[src/rtl/shift_issue_stage.sv]
// rtl/shift_issue_stage.sv - EX front end for sll/sllv: 2-entry operand queue, barrel shifter drive, result register
module shift_issue_stage #(
  parameter int DEPTH = 2
) (
  input  logic        clk,
  input  logic        rst,
  input  logic        flush,
  input  logic        in_valid,
  output logic        in_ready,
  input  logic        in_op,
  input  logic [31:0] in_rt,
  input  logic [31:0] in_rs,
  input  logic [4:0]  in_shamt,
  input  logic [4:0]  in_rd,
  output logic [31:0] sh_a,
  output logic [4:0]  sh_b,
  input  logic [31:0] sh_out,
  output logic        out_valid,
  input  logic        out_ready,
  output logic [31:0] out_data,
  output logic [4:0]  out_rd,
  output logic [1:0]  occupancy
);

  logic [31:0] q_rt  [DEPTH];
  logic [4:0]  q_amt [DEPTH];
  logic [4:0]  q_rd  [DEPTH];
  logic        head;
  logic        tail;
  logic [1:0]  count;

  logic        accept;
  logic        push;
  logic        issue;
  logic        not_empty;
  logic [4:0]  amount;

  assign not_empty = (count != 2'd0);
  assign in_ready  = (count != 2'(DEPTH));
  assign occupancy = count;

  // The shift amount is resolved at accept so the queue only carries one 5-bit field.
  assign amount = in_op ? in_rs[4:0] : in_shamt;
  assign accept = in_valid & in_ready & ~flush;
  // $zero destinations complete the handshake but never occupy a slot.
  assign push   = accept & (in_rd != 5'd0);
  assign issue  = not_empty & (~out_valid | out_ready) & ~flush;

  assign sh_a = not_empty ? q_rt[head]  : 32'd0;
  assign sh_b = not_empty ? q_amt[head] : 5'd0;

  always_ff @(posedge clk or posedge rst) begin
    if (rst) begin
      head      <= 1'b0;
      tail      <= 1'b0;
      count     <= 2'd0;
      out_valid <= 1'b0;
      out_data  <= 32'd0;
      out_rd    <= 5'd0;
      for (int i = 0; i < DEPTH; i++) begin
        q_rt[i]  <= 32'd0;
        q_amt[i] <= 5'd0;
        q_rd[i]  <= 5'd0;
      end
    end else if (flush) begin
      head      <= 1'b0;
      tail      <= 1'b0;
      count     <= 2'd0;
      out_valid <= 1'b0;
    end else begin
      if (push) begin
        q_rt[tail]  <= in_rt;
        q_amt[tail] <= amount;
        q_rd[tail]  <= in_rd;
        tail        <= ~tail;
      end
      if (issue) begin
        out_data  <= sh_out;
        out_rd    <= q_rd[head];
        out_valid <= 1'b1;
        head      <= ~head;
      end else if (out_ready) begin
        out_valid <= 1'b0;
      end
      count <= count + {1'b0, push} - {1'b0, issue};
    end
  end

endmodule

[config.mk]
export PLATFORM = sky130hd
export DESIGN_NAME = shift_issue_stage
export DESIGN_NICKNAME = d
export VERILOG_FILES = /design/src/rtl/shift_issue_stage.sv
export SDC_FILE = /design/constraint.sdc
export NUM_CORES = 1
export LEC_CHECK = 0
export BUFFER_PORTS_ARGS = -buffer_cell sky130_fd_sc_hd__buf_2
export CORE_MARGIN = 2
export CORE_UTILIZATION = 50
export DETAILED_ROUTE_END_ITERATION = 10
export HOLD_SLACK_MARGIN = 0.05
export PLACE_DENSITY_LB_ADDON = 0.3
export SLEW_MARGIN = 30
export SYNTH_ARGS = -nofsm -noshare
export SYNTH_HDL_FRONTEND = slang
export SYNTH_SLANG_ARGS = --single-unit
[constraint.sdc]
create_clock -name clk -period 4.1 [get_ports clk]
set_input_delay 0.205 -clock clk [delete_from_list [all_inputs] [get_ports clk]]
set_output_delay 0.205 -clock clk [all_outputs]
set_load 0.01 [all_outputs]
==> results of run 1 <==
==> repair_timing <==
item,in CTS,in global routing
gates resized for setup,0,0
endpoints found under the hold margin,172,0
hold buffers,67,0
==> sequential cells by signal (all words and copies together), names as in the netlist, 2 cells and up <==
name and count:
q_rt 64, q_rd 10, out_rd 5, q_amt 10
occupancy 2, out_data 32
==> per-stage QoR <==
stage	setup slack, ps	total power [uW]	cell area [um2]	instances	hold WS, ps
6_report	1310	5750	7800	769	65.8
5_1_grt	1230	6080	7800	769	59.2
4_1_cts	1300	5770	7800	769	55.9
3_5_place_dp	1380	4150	6520	670	441
3_3_place_gp	1400	4060	6520	670	436
2_1_floorplan	539	3510	5640	383	354
==> power by group through the flow <==
stage	Clock, uW	Combinational, uW	Sequential, uW
after detailed placement	0	1910	2240
after CTS	1560	1970	2240
final	1530	1960	2260
after floorplan	0	1290	2230
after global routing	1620	2130	2340
after global placement	0	1850	2210
==> synth_stat cells (all sizes together) <==
library cell / n
mux2: 121
buf: 11
clkbuf: 12
mux2i: 42
ha: 2
o21ai: 1
or2: 1
xor2: 2
xnor2: 1
or2b: 1
dfrtp: 126
o2111ai: 1
nor3b: 1
inv: 4
nor2b: 1
nand2b: 1
a21oi: 6
or4: 1
nor2: 47
a21o: 1
==> critical path, delay by kind of cell <==
kind / cells / cell delay [ps]
buffers and inverters: 3 / 1060
muxes: 1 / 330
AOI/OAI and AO/OA: 1 / 270
and+or+nand+nor: 2 / 1200
==> per-layer routing <==
metal,part of all wire,up-vias
met5,0,-
met4,0.024,0
met3,0.065,27
met2,0.49,140
met1,0.42,1980
li1,-,1802
==> path summary, 6_finish.rpt <==
path	end	cells past startpoint	slack [ps]	startpoint
min in group asynchronous	q_rt[19]	3	440	rst
setup reg to reg	q_rt[13]	5	1580	occupancy[1]
max in group asynchronous	q_rt[7]	4	2780	rst
hold / removal	q_rd[0]	2	70	in_rd[0]
setup / recovery	q_rt[13]	7	1310	in_rd[4]
hold reg to reg	out_data[0]	1	500	out_data[0]
==> layout make-up <==
class / count / area share
Clock buffer: 26 / 0.0640
Clock inverter: 6 / 0.0135
Inverter: 4 / 0.00257
Multi-Input combinational cell: 230 / 0.295
Sequential cell: 126 / 0.405
Tap cell: 140 / 0.0225
Timing Repair Buffer: 237 / 0.198
==> logic make-up after synthesis <==
family          after synthesis  share of synthesized area
compound gates                9                     0.0124
xor+xnor                      3                    0.00466
fa+ha+maj                     2                    0.00443
buf+inv                      27                     0.0364
flops                       126                      0.559
mux                         163                      0.343
simple gates                 53                     0.0408
==> out/metrics.cfg, run 1 <==
[pwr]
leakage_uw=0.00378
combPwrFrac=0.341
seq_power_share=0.393
power-per-cell-area_nw_per_um2=736
ir_worst_vdd_uv=455
p_switching_uw=1740
switching_share=0.303
clkPwrFrac=0.266
intPower_uw=4000

[global_routing]
grt_pass1_vias=4192
grt_max_degree=75
grt_util_all_layers=0.228
grtUsageMet1=0.267
use_met2=0.383
grt-busiest-layer=met2
grt_pass1_wl_mm=20.6
grt-ovfl-total=0
use_met3=0.0729
antenna_found_initial=0

[die]
rows=38
io_pins=190
die_area_um2=12200
initial_core_util=0.516
die_w_um=110
coreArea_um2=10900
die_h_um=110

[yosys]
synthTopCellsByArea=dfrtp_1, mux2_2, mux2_4, mux2i_1, nor2_1
synth_largest_area_cell=dfrtp_1
yosysWarnings=0
synth-seq-area-share=0.559
yosys_register_bits=126
netlist_area_um2=5640
ys_types=25
syn_nets=497
avgSynthCellArea_um2=14.7
syn_inst=383
synth_top_area_frac=0.559

[route]
vias_per_cell=5.14
drc=0
drtAntennaViolNets=0
wirelength_mm=12.8
avgRoutedWirePerCell_um=16.7
drtIter0Drc=164
vias=3949
dr.pass1.iters=4

[sta]
grt_setup_unrepaired=false
period_needed_ps=2790
final-max-slew-violation-count=0
setup_viol=0
skew_ps=4.13
finalHoldViolCount=0
maxSlewHeadroom=0.481
max_freq_mhz=358
finalCritPeriodShare=0.680
worst_slew_pin_slew_ps=779
setup_tns_ps=0

[clock_tree]
postCtsSetupBuffers=0
clock_sinks=126
clock_latency_ps=420
path_clk_slew_ps=50
numCtsBuffers=17
cts_max_path_buffers=2
h-tree-depth=4
cts_tree=yes
root_buffer=clkbuf_16

[final_layout]
post-route-util=0.713
regArea_um2=3160
final_common_cell=buf_2
multi_input_area_um2=2300
drive_gt1_frac=0.521
n_fill_cell=731
antenna-diode-count=0
layout_common_cells=buf_2, dfrtp_1, mux2_2, dlygate4sd3_1, nor2_1
syn_to_final_growth_pct=38.2
final_nets=730

[flow_run]
max_cap_violations=0

[critical_path]
worstPathMaxFanout=23
crit_type=in2reg
path_cells=dlygate4sd3_1 > buf_2 > or4_4 > o2111ai_4 > or2_2 > buf_4 > mux2_4
required_ps=4400
crit_path_start_kind=primary input
cpMaxStageDelayCell=or2_2
max_stage_delay_ps=680
critPathArrivalTime_ps=3090
worst_setup_path_end_kind=flop

[place]
gp_congestion=0.772
hpwl_mm=7.53
port_buffers=162

[status]
outcome=finished, final reports clean

[hold_path]
worstHoldPathType=in2reg

No activity file was read; power rests on OpenSTA's default activity.
==> run 2: changes to the inputs <==
--- a/config.mk
+++ b/config.mk
@@ -5,9 +5,10 @@
 export SDC_FILE = /design/constraint.sdc
 export NUM_CORES = 1
 export LEC_CHECK = 0
+export ABC_AREA = 1
 export BUFFER_PORTS_ARGS = -buffer_cell sky130_fd_sc_hd__buf_2
 export CORE_MARGIN = 2
-export CORE_UTILIZATION = 50
+export CORE_UTILIZATION = 46
 export DETAILED_ROUTE_END_ITERATION = 10
 export HOLD_SLACK_MARGIN = 0.05
 export PLACE_DENSITY_LB_ADDON = 0.3
==> constraint.sdc (replaced) <==
create_clock -name clk -period 2.4 [get_ports clk]
set_input_delay 0.12 -clock clk [delete_from_list [all_inputs] [get_ports clk]]
set_output_delay 0.12 -clock clk [all_outputs]
set_load 0.01 [all_outputs]
==> run 2 against run 1 <==
Effect of this change: area after synthesis increased by 3.0%; die area increased by 12%; final cell count increased by 46%; via count increased by 46%; design area increased by 3.0%; global-route usage increased by 2.7 points; setup slack got worse by 940 ps; largest power group unchanged; combinational power increased by 68%.
==> out/metrics.cfg, run 2 <==
[place]
hpwl_mm=9.60
port_buffers=162
gp_congestion=0.732
dp_cells=1020
place_ws_ps=755
place_area_um2=6720

[critical_path]
worst-path-buf-inv=3
crit_type=reg2out
r2r_start=occupancy[0]
path_cells=inv_2 > buf_4 > nand2_1 > a21oi_1 > buf_2
worst_setup_path_end_kind=output port
worstPathMaxFanout=29
critPathArrivalTime_ps=1910
crit_path_start_kind=flop
cpMaxStageDelayCell=inv_2
cp_top_family=buffers and inverters
cp-startpoint=head
max_stage_delay_ps=430
required_ps=2280

[pwr]
clkPwrFrac=0.271
power-per-cell-area_nw_per_um2=1180
p_switching_uw=3490
switching_share=0.367
totalPowerFinal_uw=9510
intPower_uw=6020
combPwrFrac=0.346
seq_power_share=0.383
ir_worst_vdd_uv=587
leakage_uw=0.00439

[die]
die_h_um=116
die_area_um2=13600
initial_core_util=0.466
io_pins=190
rows=41
die_w_um=116
coreArea_um2=12500

[clock_tree]
cts_tree=yes
clock_latency_ps=420
ctsResizeCount=0
path_clk_slew_ps=50
h-tree-depth=4
cts_max_path_buffers=2
clock_sinks=126
root_buffer=clkbuf_16
numCtsBuffers=17

[sta]
finalHoldViolCount=0
setup_tns_ps=0
setup_viol=0
max_freq_mhz=492
maxSlewHeadroom=0.513
worst_slew_pin_slew_ps=729
skew_ps=7.71
finalCritPeriodShare=0.847
final-max-slew-violation-count=0
grt_setup_unrepaired=false
fin_ws_ps=367
period_needed_ps=2030

[global_routing]
antenna_found_initial=0
grt-ovfl-total=0
grt_pass1_wl_mm=26.6
grt_util_all_layers=0.255
grt_pass1_vias=5565
grt_max_degree=60

[final_layout]
largest_reg_flops=64
n_fill_cell=1068
final_nets=1053
final_area_um2=8040
antenna-diode-count=0
final_common_cell=nand2_1
reg.largest.list=q_rt: 64 flops, out_data: 32 flops
drive_gt1_frac=0.236
top_register=q_rt
syn_to_final_growth_pct=38.2
layout_common_cells=nand2_1, buf_2, dfrtp_1, nand4_1, dlygate4sd3_1
fin_cells=1122

[yosys]
synth_top_area_frac=0.542
synth_ff_type=dfrtp_1
syn_inst=724
synth_edf_count=0
yosysWarnings=0
synth-seq-area-share=0.542
yosysMostFrequentCell=nand2_1
yosys-top-cells-count=nand2_1, dfrtp_1, nand4_1
yosys_register_bits=126
synth_largest_area_cell=dfrtp_1
ys_types=21
netlist_area_um2=5810
synthTopCellsByArea=dfrtp_1, nand2_1, nand4_1, a21oi_1, buf_2
async_flop_share=1.00
avgSynthCellArea_um2=8.03
syn_nets=838

[route]
drtAntennaViolNets=0
vias_per_cell=5.15
vias=5775
drtIter0Drc=392
drc=0
wirelength_mm=17.0
dr.pass1.iters=6
avgRoutedWirePerCell_um=15.1

[hold_path]
worstHoldPathType=in2reg
min_from=in_rs[3]

[flow_run]
max_cap_violations=0

[status]
outcome=finished, final reports clean

[run 2: repair_timing]
action | 4_1_cts | 5_1_grt
buffers inserted | 0 | 0
hold buffers | 72 | 0
endpoints found under the hold margin | 140 | 0
[run 2: through the flow]
step,hold WS (ps),utilization
final,66.8,0.645
after global placement,270,0.539
after CTS,61.8,0.645
after floorplan,183,-
after global routing,84.5,0.645
after detailed placement,275,0.539
[run 2: path summary, 6_finish.rpt]
check                               endpoint  cells past startpoint  slack [ps]
worst min register to register     out_rd[1]                      2         460
max in group asynchronous               tail                      4        1280
min in group asynchronous        out_data[1]                      3         370
worst max-delay path                sh_a[11]                      5         370
worst min-delay path                q_amt[8]                      5          70
worst max register to register  out_data[18]                      7         750
[run 2: metal layers]
metal / share of wire / wire length (um) / track usage
met2: 0.49 / 8290 / 0.433
met4: 0.016 / 280 / 0.0984
met1: 0.42 / 7080 / 0.316
met5: 0 / 0 / 0
met3: 0.079 / 1350 / 0.0638
[run 2: layout make-up]
cell class                 instances  area [um2]  area share
sequential                       126        3150       0.392
multi-input combinational        530        2320       0.288
timing repair buffer             251        1700       0.211
clock buffer                      24         522      0.0649
tap                              172         215      0.0268
clock inverter                     6        80.1     0.00996
inverter                          13        52.6     0.00654
[run 2: power groups by stage]
stage                     combinational (uW)  clock (uW)  sequential, uW
after floorplan                         1930           0            3700
after global placement                  3110           0            3590
after detailed placement                3170           0            3630
after CTS                               3280        2620            3610
after global routing                    3730        2710            3740
final                                   3290        2580            3640
[run 2: logic make-up (layout without fill, tap and decap cells)]
logic type / after synthesis / count (layout) / synth area share
and+or+nand+nor: 487 / 487 / 0.357
DFF: 126 / 126 / 0.542
buffers and inverters: 68 / 294 / 0.0607
AOI/OAI and AO/OA: 40 / 40 / 0.0344
adders and majority gates: 2 / 2 / 0.00430
xor gates and xnor gates: 1 / 1 / 0.00151
[run 2: tightest hold or removal path: cells and delay by family]
family        cells  cell delay, ps
simple gates      4             230
buf+inv           1              90
